[config.mk]
export PLATFORM = sky130hd
export DESIGN_NAME = ball_motion
export DESIGN_NICKNAME = d
export VERILOG_FILES = /design/src/rtl/ball_motion.sv
export SDC_FILE = /design/constraint.sdc
export NUM_CORES = 1
export LEC_CHECK = 0
export ABC_AREA = 1
export CORE_ASPECT_RATIO = 0.9
export CORE_UTILIZATION = 40
export CTS_CLUSTER_SIZE = 40
export DETAILED_ROUTE_END_ITERATION = 8
export SLEW_MARGIN = 20
export SYNTH_ARGS = -nofsm -noshare
export SYNTH_HDL_FRONTEND = slang
export SYNTH_SLANG_ARGS = --single-unit
[constraint.sdc]
create_clock -name clk -period 6.55 [get_ports clk]
set_input_delay 1.31 -clock clk [delete_from_list [all_inputs] [get_ports clk]]
set_output_delay 1.31 -clock clk [all_outputs]
set_load 0.005 [all_outputs]
[src/rtl/ball_motion.sv]
// Per-ball motion integrator: latches collision/hole events during the scan,
// then applies velocity, position, friction and sink sequencing once per frame.
module ball_motion #(
  parameter int INIT_X          = 100,
  parameter int INIT_Y          = 200,
  parameter int FRAC            = 6,
  parameter int FRICTION_PERIOD = 4,
  parameter int FRICTION_STEP   = 1,
  parameter int MAX_VEL         = 512
) (
  input  logic               clk,
  input  logic               reset,
  input  logic               startOfFrame,
  input  logic               collisionOccurred,
  input  logic signed [10:0] velXIn,
  input  logic signed [10:0] velYIn,
  input  logic               holeHit,
  input  logic        [2:0]  holeNum,
  input  logic               shotValid,
  input  logic signed [10:0] shotVelX,
  input  logic signed [10:0] shotVelY,
  input  logic               respawn,
  output logic signed [10:0] topLeftPosX,
  output logic signed [10:0] topLeftPosY,
  output logic signed [10:0] velX,
  output logic signed [10:0] velY,
  output logic               moving,
  output logic               inHole,
  output logic        [2:0]  holeNumOut,
  output logic               shotAccepted
);

  localparam int PW = 11 + FRAC;
  localparam int CW = (FRICTION_PERIOD > 1) ? $clog2(FRICTION_PERIOD) : 1;
  localparam logic [CW-1:0]        CNT_LAST = CW'(FRICTION_PERIOD - 1);
  localparam logic signed [10:0]   VMAX     = 11'(MAX_VEL);
  localparam logic signed [10:0]   FSTEP    = 11'(FRICTION_STEP);
  localparam logic signed [PW-1:0] INIT_PX  = PW'(INIT_X * (2 ** FRAC));
  localparam logic signed [PW-1:0] INIT_PY  = PW'(INIT_Y * (2 ** FRAC));

  typedef enum logic [1:0] {IDLE, MOVING, SUNK} state_t;

  state_t                state_q, state_d;
  logic signed [PW-1:0]  pos_x_q, pos_x_d, pos_y_q, pos_y_d;
  logic signed [10:0]    vel_x_q, vel_x_d, vel_y_q, vel_y_d;
  logic [CW-1:0]         cnt_q, cnt_d;
  logic                  col_vld_q, col_vld_d;
  logic signed [10:0]    col_vx_q, col_vx_d, col_vy_q, col_vy_d;
  logic                  hole_vld_q, hole_vld_d;
  logic [2:0]            hole_num_q, hole_num_d;
  logic [2:0]            hole_out_q, hole_out_d;
  logic                  shot_acc_q, shot_acc_d;
  logic signed [10:0]    vx_new, vy_new, vx_fric, vy_fric;

  function automatic logic signed [10:0] sat_vel(input logic signed [10:0] v);
    if (v > VMAX) return VMAX;
    else if (v < -VMAX) return -VMAX;
    return v;
  endfunction

  function automatic logic signed [10:0] apply_friction(input logic signed [10:0] v);
    if (v > FSTEP) return v - FSTEP;
    else if (v < -FSTEP) return v + FSTEP;
    return '0;
  endfunction

  // One guard bit detects overflow; clamp instead of wrapping.
  function automatic logic signed [PW-1:0] add_pos(input logic signed [PW-1:0] p,
                                                   input logic signed [10:0] v);
    logic signed [PW:0] sum;
    sum = {p[PW-1], p} + {{(FRAC + 1){v[10]}}, v};
    if (sum[PW] != sum[PW-1])
      return sum[PW] ? {1'b1, {(PW-1){1'b0}}} : {1'b0, {(PW-1){1'b1}}};
    return sum[PW-1:0];
  endfunction

  always_comb begin
    state_d    = state_q;
    pos_x_d    = pos_x_q;
    pos_y_d    = pos_y_q;
    vel_x_d    = vel_x_q;
    vel_y_d    = vel_y_q;
    cnt_d      = cnt_q;
    col_vld_d  = col_vld_q;
    col_vx_d   = col_vx_q;
    col_vy_d   = col_vy_q;
    hole_vld_d = hole_vld_q;
    hole_num_d = hole_num_q;
    hole_out_d = hole_out_q;
    shot_acc_d = 1'b0;
    vx_new     = col_vld_q ? sat_vel(col_vx_q) : vel_x_q;
    vy_new     = col_vld_q ? sat_vel(col_vy_q) : vel_y_q;
    vx_fric    = apply_friction(vx_new);
    vy_fric    = apply_friction(vy_new);

    case (state_q)
      IDLE: begin
        if (shotValid) begin
          vel_x_d    = sat_vel(shotVelX);
          vel_y_d    = sat_vel(shotVelY);
          shot_acc_d = 1'b1;
          cnt_d      = '0;
          col_vld_d  = 1'b0;
          hole_vld_d = 1'b0;
          state_d    = MOVING;
        end
      end
      MOVING: begin
        if (startOfFrame) begin
          if (hole_vld_q) begin
            state_d    = SUNK;
            vel_x_d    = '0;
            vel_y_d    = '0;
            hole_out_d = hole_num_q;
            col_vld_d  = 1'b0;
            hole_vld_d = 1'b0;
          end else begin
            pos_x_d = add_pos(pos_x_q, vx_new);
            pos_y_d = add_pos(pos_y_q, vy_new);
            if (cnt_q == CNT_LAST) begin
              cnt_d   = '0;
              vel_x_d = vx_fric;
              vel_y_d = vy_fric;
            end else begin
              cnt_d   = cnt_q + CW'(1);
              vel_x_d = vx_new;
              vel_y_d = vy_new;
            end
            if (vel_x_d == '0 && vel_y_d == '0) begin
              state_d    = IDLE;
              col_vld_d  = 1'b0;
              hole_vld_d = 1'b0;
            end else begin
              // Events coincident with the frame pulse open the next frame's latches.
              col_vld_d  = collisionOccurred;
              col_vx_d   = velXIn;
              col_vy_d   = velYIn;
              hole_vld_d = holeHit;
              hole_num_d = holeNum;
            end
          end
        end else begin
          if (collisionOccurred && !col_vld_q) begin
            col_vld_d = 1'b1;
            col_vx_d  = velXIn;
            col_vy_d  = velYIn;
          end
          if (holeHit && !hole_vld_q) begin
            hole_vld_d = 1'b1;
            hole_num_d = holeNum;
          end
        end
      end
      SUNK: begin
        if (respawn) begin
          pos_x_d = INIT_PX;
          pos_y_d = INIT_PY;
          vel_x_d = '0;
          vel_y_d = '0;
          state_d = IDLE;
        end
      end
      default: state_d = IDLE;
    endcase
  end

  always_ff @(posedge clk) begin
    if (reset) begin
      state_q    <= IDLE;
      pos_x_q    <= INIT_PX;
      pos_y_q    <= INIT_PY;
      vel_x_q    <= '0;
      vel_y_q    <= '0;
      cnt_q      <= '0;
      col_vld_q  <= 1'b0;
      col_vx_q   <= '0;
      col_vy_q   <= '0;
      hole_vld_q <= 1'b0;
      hole_num_q <= '0;
      hole_out_q <= '0;
      shot_acc_q <= 1'b0;
    end else begin
      state_q    <= state_d;
      pos_x_q    <= pos_x_d;
      pos_y_q    <= pos_y_d;
      vel_x_q    <= vel_x_d;
      vel_y_q    <= vel_y_d;
      cnt_q      <= cnt_d;
      col_vld_q  <= col_vld_d;
      col_vx_q   <= col_vx_d;
      col_vy_q   <= col_vy_d;
      hole_vld_q <= hole_vld_d;
      hole_num_q <= hole_num_d;
      hole_out_q <= hole_out_d;
      shot_acc_q <= shot_acc_d;
    end
  end

  assign topLeftPosX  = pos_x_q[PW-1:FRAC];
  assign topLeftPosY  = pos_y_q[PW-1:FRAC];
  assign velX         = vel_x_q;
  assign velY         = vel_y_q;
  assign moving       = (state_q == MOVING);
  assign inHole       = (state_q == SUNK);
  assign holeNumOut   = hole_out_q;
  assign shotAccepted = shot_acc_q;

endmodule
==> impl_results.md, run 1 <==
- Max_cap viols: 0
- Setup violation total in the final timing report: 0
- Syn Nets: around 1400
- Share of cells above drive strength 1: 0.06909
- Asr flop ratio synth: 0
- RSZ-0062 raised after global routing: false
- Area contributors post-synth: dfxtp_1, nand2_1, nand3_1
- Clock Pin Slew Worst Setup and Hold Paths: roughly 0.07 ns
- CTS tree: yes
- Num Clock Sinks: 91
- Mapped cell area: 7993 um2
- Detail Placement HPWL: 18.24 mm
- Largest net degree at the start of global routing: 47
- Hold-fix buffers at CTS: 0
- DRC violations left: 0
- Fin util: 0.4812
- GRT Total Usage: 0.2342
- Total Wirelength: 23.65 mm
- Clk_lat worst skew: 0.35 ns
- Grt total ovfl: 0
- Static Leakage: 4.136 nW
- EDFF count, synth: 0
- Gate Count Post-Synth: 1284
- Yosys top cell by area: dfxtp_1
- Post-Layout Cell Count: between 1500 and 2000
- WS Path Type: flip-flop to flip-flop
- CTS buffer count: 9
- DR pass1 iterations: 6
- Fin. Hold Viols: 0
- Initial core utilization: 0.4120
- Die height: 136.1 um
- Initial antenna violation count: 0
- WP data required: a little under 7 ns
- PD cells: 401.7 nW/um2
- Min cycle time layout: 4.324 ns
- Setup Buffers After CTS: 0
- CP Launch Type: flip-flop
- YS warnings: 0
- Via count: around 8400
- Synth Register Bits: 91
- Core Region: 19400 um2
- Max Slew Vio Count: 0
- Resized Gates After CTS: 0
- Clock skew: approximately 0.011 ns
- WL/cell: approximately 15 um
- Fin crit share: 0.6601
- Relative slew slack: 0.4579
- Via density: 5.236
- Status: finished, final reports clean
- Post-route ant nets: 0
- Gpl congestion: 0.9131
- Count of buffers from port buffering: 103
- Row cnt: 48
- Setup TNS: 0 ns
- Crit path DAT: 4.60 ns
- Clock root buffer: clkbuf_16
- Fin nets: 1438
- Post-synth cell types: 51
- Mapped Avg Cell Area: 6.225 um2
- H-tree levels: 3
- Worst-Margin Slew: slightly above 0.8 ns
- Longest Clk Path Bufs: 2
- Vias in the first global route: 7670
- FMAX: 231.3 MHz
- Leading register cell type out of synthesis: dfxtp_1
- Die width: around 150 um
- Diode count: 0
- Register area share after synthesis: 0.2279
- I/O pin cnt: 104
- DP Cell Count: 1580
- Fillers: about 2100
- Flop2flop setup slack: 2.23 ns
- Synth-to-Final Area Change: 16.78%
- Critical Path Fanout Max: 28
- Initial drt markers: 575
- Area of the die: 20550 um2
- Peak supply drop: 148.3 uV
- Worst setup EP type: flip-flop
- First-pass GRT wire length: between 30 and 40 mm
- Post-synth top area share: 0.2279
- Worst hold path type: flip-flop to flip-flop
## metrics by stage
stage                     hold WS (ns)  power [mW]  setup slack (ns)  instance area, um2
after floorplan                 0.4404       2.609             3.219                7993
after global placement          0.4551       3.131             1.954                8995
after detailed placement        0.4605       3.144             1.874                8995
after CTS                       0.4703       3.748             1.825                9333
after global routing            0.4930       4.108             1.781                9334
final                           0.4689       3.749             2.226                9334
## flip-flops by register name (all words and copies together) (netlist names)
name          cells
pos_x_q          17
pos_y_q          17
col_vx_q         11
col_vy_q         11
velX             11
velY             11
holeNumOut        3
hole_num_q        3
cnt_q             2
state_q           2
col_vld_q         1
hole_vld_q        1
shotAccepted      1
## worst max-delay path, cell delays in order, from the launching register on
cell and delay [ns]:
dfxtp_2 0.71, inv_2 0.29, nor2_2 0.20, inv_1 0.05, o21ai_0 0.16, inv_1 0.35
ha_1 0.47, nand2_1 0.07, inv_1 0.09, nand3_1 0.09, nor3_1 0.29, nand4_1 0.17
nand3_1 0.12, xor2_1 0.26, inv_1 0.11, nand2_2 0.28, nand2_1 0.11, inv_2 0.20
nand2_1 0.08, a21oi_1 0.13
## routing by layer
layer / GRT usage / up-vias / wire length, um
met5: 0 / - / 0
met4: 0.04778 / 0 / 175
met3: 0.03893 / 14 / 965
met1: 0.3189 / 3820 / 11380
met2: 0.3866 / 197 / 11130
li1: - / 4326 / -
## cell families after synthesis
logic type	synth area share
simple gates	0.4014
compound gates	0.1479
buf+inv	0.1010
flops	0.2279
xor+xnor	0.05260
fa+ha+maj	0.06919
## placed cells by master, fill, tap and decap left out, drive strengths merged, types with 5 or more instances in the layout
cell type | synthesis | layout
nand2 | 396 | 396
nor2 | 145 | 145
nand3 | 120 | 120
inv | 107 | 107
clkdlybuf4s50 | 0 | 102
dfxtp | 91 | 91
a21oi | 78 | 78
o21ai | 78 | 78
ha | 41 | 41
xor2 | 36 | 36
nand3b | 29 | 29
a31oi | 26 | 26
nand4 | 13 | 13
xnor2 | 12 | 12
nor3 | 11 | 11
clkbuf | 22 | 11
buf | 42 | 8
o21bai | 6 | 6
clkinv | 3 | 5
## area by class of cell
cell class | count | area, um2 | area share
multi-input cells | 1019 | 5369 | 0.5752
flip-flops and latches | 91 | 1823 | 0.1953
repair buffers | 110 | 1079 | 0.1155
inverters | 110 | 412.9 | 0.04424
well taps | 250 | 312.8 | 0.03351
clock buffers | 11 | 252.7 | 0.02708
clock inverters | 5 | 85.08 | 0.009115
## path summary, 6_finish.rpt
path,startpoint,endpoint,cells past startpoint
max,col_vld_q,pos_x_q[1],19
min,hole_num_q[0],hole_num_q[0],2
max reg2reg,col_vld_q,pos_x_q[1],19
min reg2reg,hole_num_q[0],hole_num_q[0],2
## cell usage after synthesis, drive strengths merged, types with 4 or more instances
| cell | count |
|---|---|
| ha | 41 |
| nor2 | 145 |
| nand2 | 396 |
| nand4 | 13 |
| nor4 | 4 |
| a21boi | 4 |
| a31oi | 26 |
| nor3 | 11 |
| xor2 | 36 |
| dfxtp | 91 |
| xnor2 | 12 |
| clkbuf | 22 |
| buf | 42 |
| inv | 107 |
| o21ai | 78 |
| o21bai | 6 |
| a21oi | 78 |
| nand3 | 120 |
| nand3b | 29 |
## power breakdown
part	internal [mW]	switching [mW]	total, mW
combinational	0.868	1.45	2.32
clock	0.357	0.235	0.592
sequential	0.695	0.140	0.835
Note: power is estimated with default switching activity, not from simulation.
==> run 2, diff against run 1 <==
==> constraint.sdc (replaced) <==
create_clock -name clk -period 3.57 [get_ports clk]
set_input_delay 0.714 -clock clk [delete_from_list [all_inputs] [get_ports clk]]
set_output_delay 0.714 -clock clk [all_outputs]
set_load 0.005 [all_outputs]
==> impl_results.md, run 2 (synthesis gave the netlist of run 1 again) <==
- Status: finished, final reports clean
- Clk_lat worst skew: 0.36 ns (about the same)
- GR Util met3: 0.03389 (-0.005034)
- Hold-fix buffers at CTS: 0 (unchanged)
- Worst-Margin Slew: 0.9304 ns (+0.1257 ns)
- Detail Placement HPWL: 18.20 mm (-0.20%)
- Static Leakage: 4.472 nW (+8.1%)
- DRC violations left: 0 (unchanged)
- RSZ-0062 raised after global routing: true
- Via count: 8558 (+2.4%)
- Placed cell area: 9258 um2 (+2.9%)
- Vias in the first global route: 7660 (-0.13%)
- WS Path Type: flip-flop to flip-flop
- WP data required: 3.82 ns (-3.01 ns)
- WL/cell: 14.66 um (-1.1%)
- Critical Path Fanout Max: 7 (-75%)
- Clock skew: 0.008291 ns (-0.002760 ns)
- Global routing usage on met1: 0.3197 (+0.0008276)
- First-pass GRT wire length: 37.82 mm (-1.0%)
- DR pass1 iterations: 5 (-1)
- Most frequent cells in the layout: nand2_1, nor2_1, nand3_1, clkdlybuf4s50_1, inv_1
- Num Clock Sinks: 91 (unchanged)
- Via density: 5.159 (-1.5%)
- Area of the die: 20550 um2 (unchanged)
- Grt total ovfl: 0 (unchanged)
- Largest net degree at the start of global routing: 47 (unchanged)
- Clock root buffer: clkbuf_16
- Initial drt markers: 495 (-14%)
- CP Launch Type: flip-flop
- Synth-to-Final Area Change: 25.78%
- Row cnt: 48 (unchanged)
- Fin crit share: 0.9574 (+0.2973)
- Fin nets: 1501 (+4.4%)
- H-tree levels: 3 (unchanged)
- Total Wirelength: 24.31 mm (+2.8%)
- Count of buffers from port buffering: 103 (unchanged)
- Setup WS pre-CTS: 0.03685 ns (-1.837 ns)
- Top Registers: pos_x_q (17), pos_y_q (17)
- Pwr Total: 7.263 mW (+94%)
- Max Slew Vio Count: 0 (unchanged)
- Die height: 136.1 um (unchanged)
- Clock Pin Slew Worst Setup and Hold Paths: 0.07 ns (about the same)
- Flop2flop setup slack: 0.15 ns (-2.07 ns)
- M2 GR Usage: 0.3767 (-0.009939)
- Peak supply drop: 289.5 uV (+95%)
- Share of cells above drive strength 1: 0.1370 (+0.06788)
- GRT Total Usage: 0.2322 (-0.002052)
- Design area: 10050 um2 (+7.7%)
- Initial core utilization: 0.4120 (unchanged)
- Setup violation total in the final timing report: 0 (unchanged)
- I/O pin cnt: 104 (unchanged)
- Longest Clk Path Bufs: 2 (unchanged)
- Fin. Hold Viols: 0 (unchanged)
- PD cells: 722.4 nW/um2 (+80%)
- Final setup margin: 0.1522 ns (-2.074 ns)
- Setup TNS: 0 ns (unchanged)
- CTS buffer count: 9 (unchanged)
- Post-route ant nets: 0 (unchanged)
- Commonest non-fill, non-tap cell in the layout: nand2_1
- Gpl congestion: 0.9289 (+1.7%)
- Relative slew slack: 0.3732 (-0.08471)
- Die width: 151 um (unchanged)
- CTS tree: yes
- FMAX: 292.6 MHz (+27%)
- Min cycle time layout: 3.418 ns (-0.9058 ns)
- Max_cap viols: 0 (unchanged)
- Worst hold path type: flip-flop to flip-flop
- Diode count: 0 (unchanged)
- Worst setup EP type: flip-flop
- Top Usage Layer GRT: met2
- Crit path DAT: 3.67 ns (-0.93 ns)
- Fillers: 2015 (-3.4%)
- Core Region: 19400 um2 (unchanged)
- Initial antenna violation count: 0 (unchanged)
[run 2: final cells by class]
cell class / count / area, um2 / area share
clock buffers: 10 / 239.0 / 0.02377
repair buffers: 168 / 1562 / 0.1553
well taps: 250 / 312.8 / 0.03111
inverters: 110 / 419.2 / 0.04169
flip-flops and latches: 91 / 1827 / 0.1817
multi-input cells: 1024 / 5645 / 0.5615
clock inverters: 6 / 48.80 / 0.004854
[run 2: metrics by stage]
stage                       util  instances  hold WS [ns]
final                     0.5183       1659        0.4725
after detailed placement  0.4772       1615        0.4564
after global routing      0.5183       1659        0.4875
after CTS                 0.4921       1631        0.4748
after floorplan                -       1284        0.4404
after global placement    0.4772       1615        0.4542
[run 2: per-layer routing]
layer	share of wire	up-vias	routed length, um
li1	-	4440	-
met1	0.48	3921	11700
met2	0.46	164	11160
met3	0.040	33	974
met4	0.020	0	478
met5	0	-	0
[run 2: power by group]
part / switching, mW / leakage [nW] / internal [mW]
sequential: 0.230 / 0.748 / 1.28
combinational: 2.86 / 3.59 / 1.94
clock: 0.456 / 0.132 / 0.498
[run 2: worst paths after layout]
path | startpoint | end | cells past startpoint
hold / removal | holeNumOut[1] | holeNumOut[1] | 2
setup / recovery | col_vy_q[2] | col_vx_q[2] | 23
hold reg to reg | holeNumOut[1] | holeNumOut[1] | 2
setup reg to reg | col_vy_q[2] | col_vx_q[2] | 23
[run 2: timing repair]
item,CTS,global route
endpoints found under the hold margin,0,0
endpoints found under the setup margin,0,58
buffers inserted,0,21
gates resized for setup,0,79
[run 2: critical path: stages, from the launching register on]
cell and delay [ns]:
dfxtp_2 0.33, nor2_2 0.12, nand3_2 0.11, o21bai_4 0.20
buf_4 0.14, buf_4 0.09, nand3_1 0.11, nand2_4 0.17
nor2_4 0.06, nand4_1 0.23, nand2_1 0.14, nor2_4 0.22
nand2_1 0.07, nand2_1 0.09, nand2_1 0.06, o21ai_2 0.08
nand2_1 0.08, nor2_1 0.11, nand2_2 0.09, nor2_4 0.19
nand3_4 0.15, and2_2 0.29, nor2_1 0.12, nor2_1 0.04
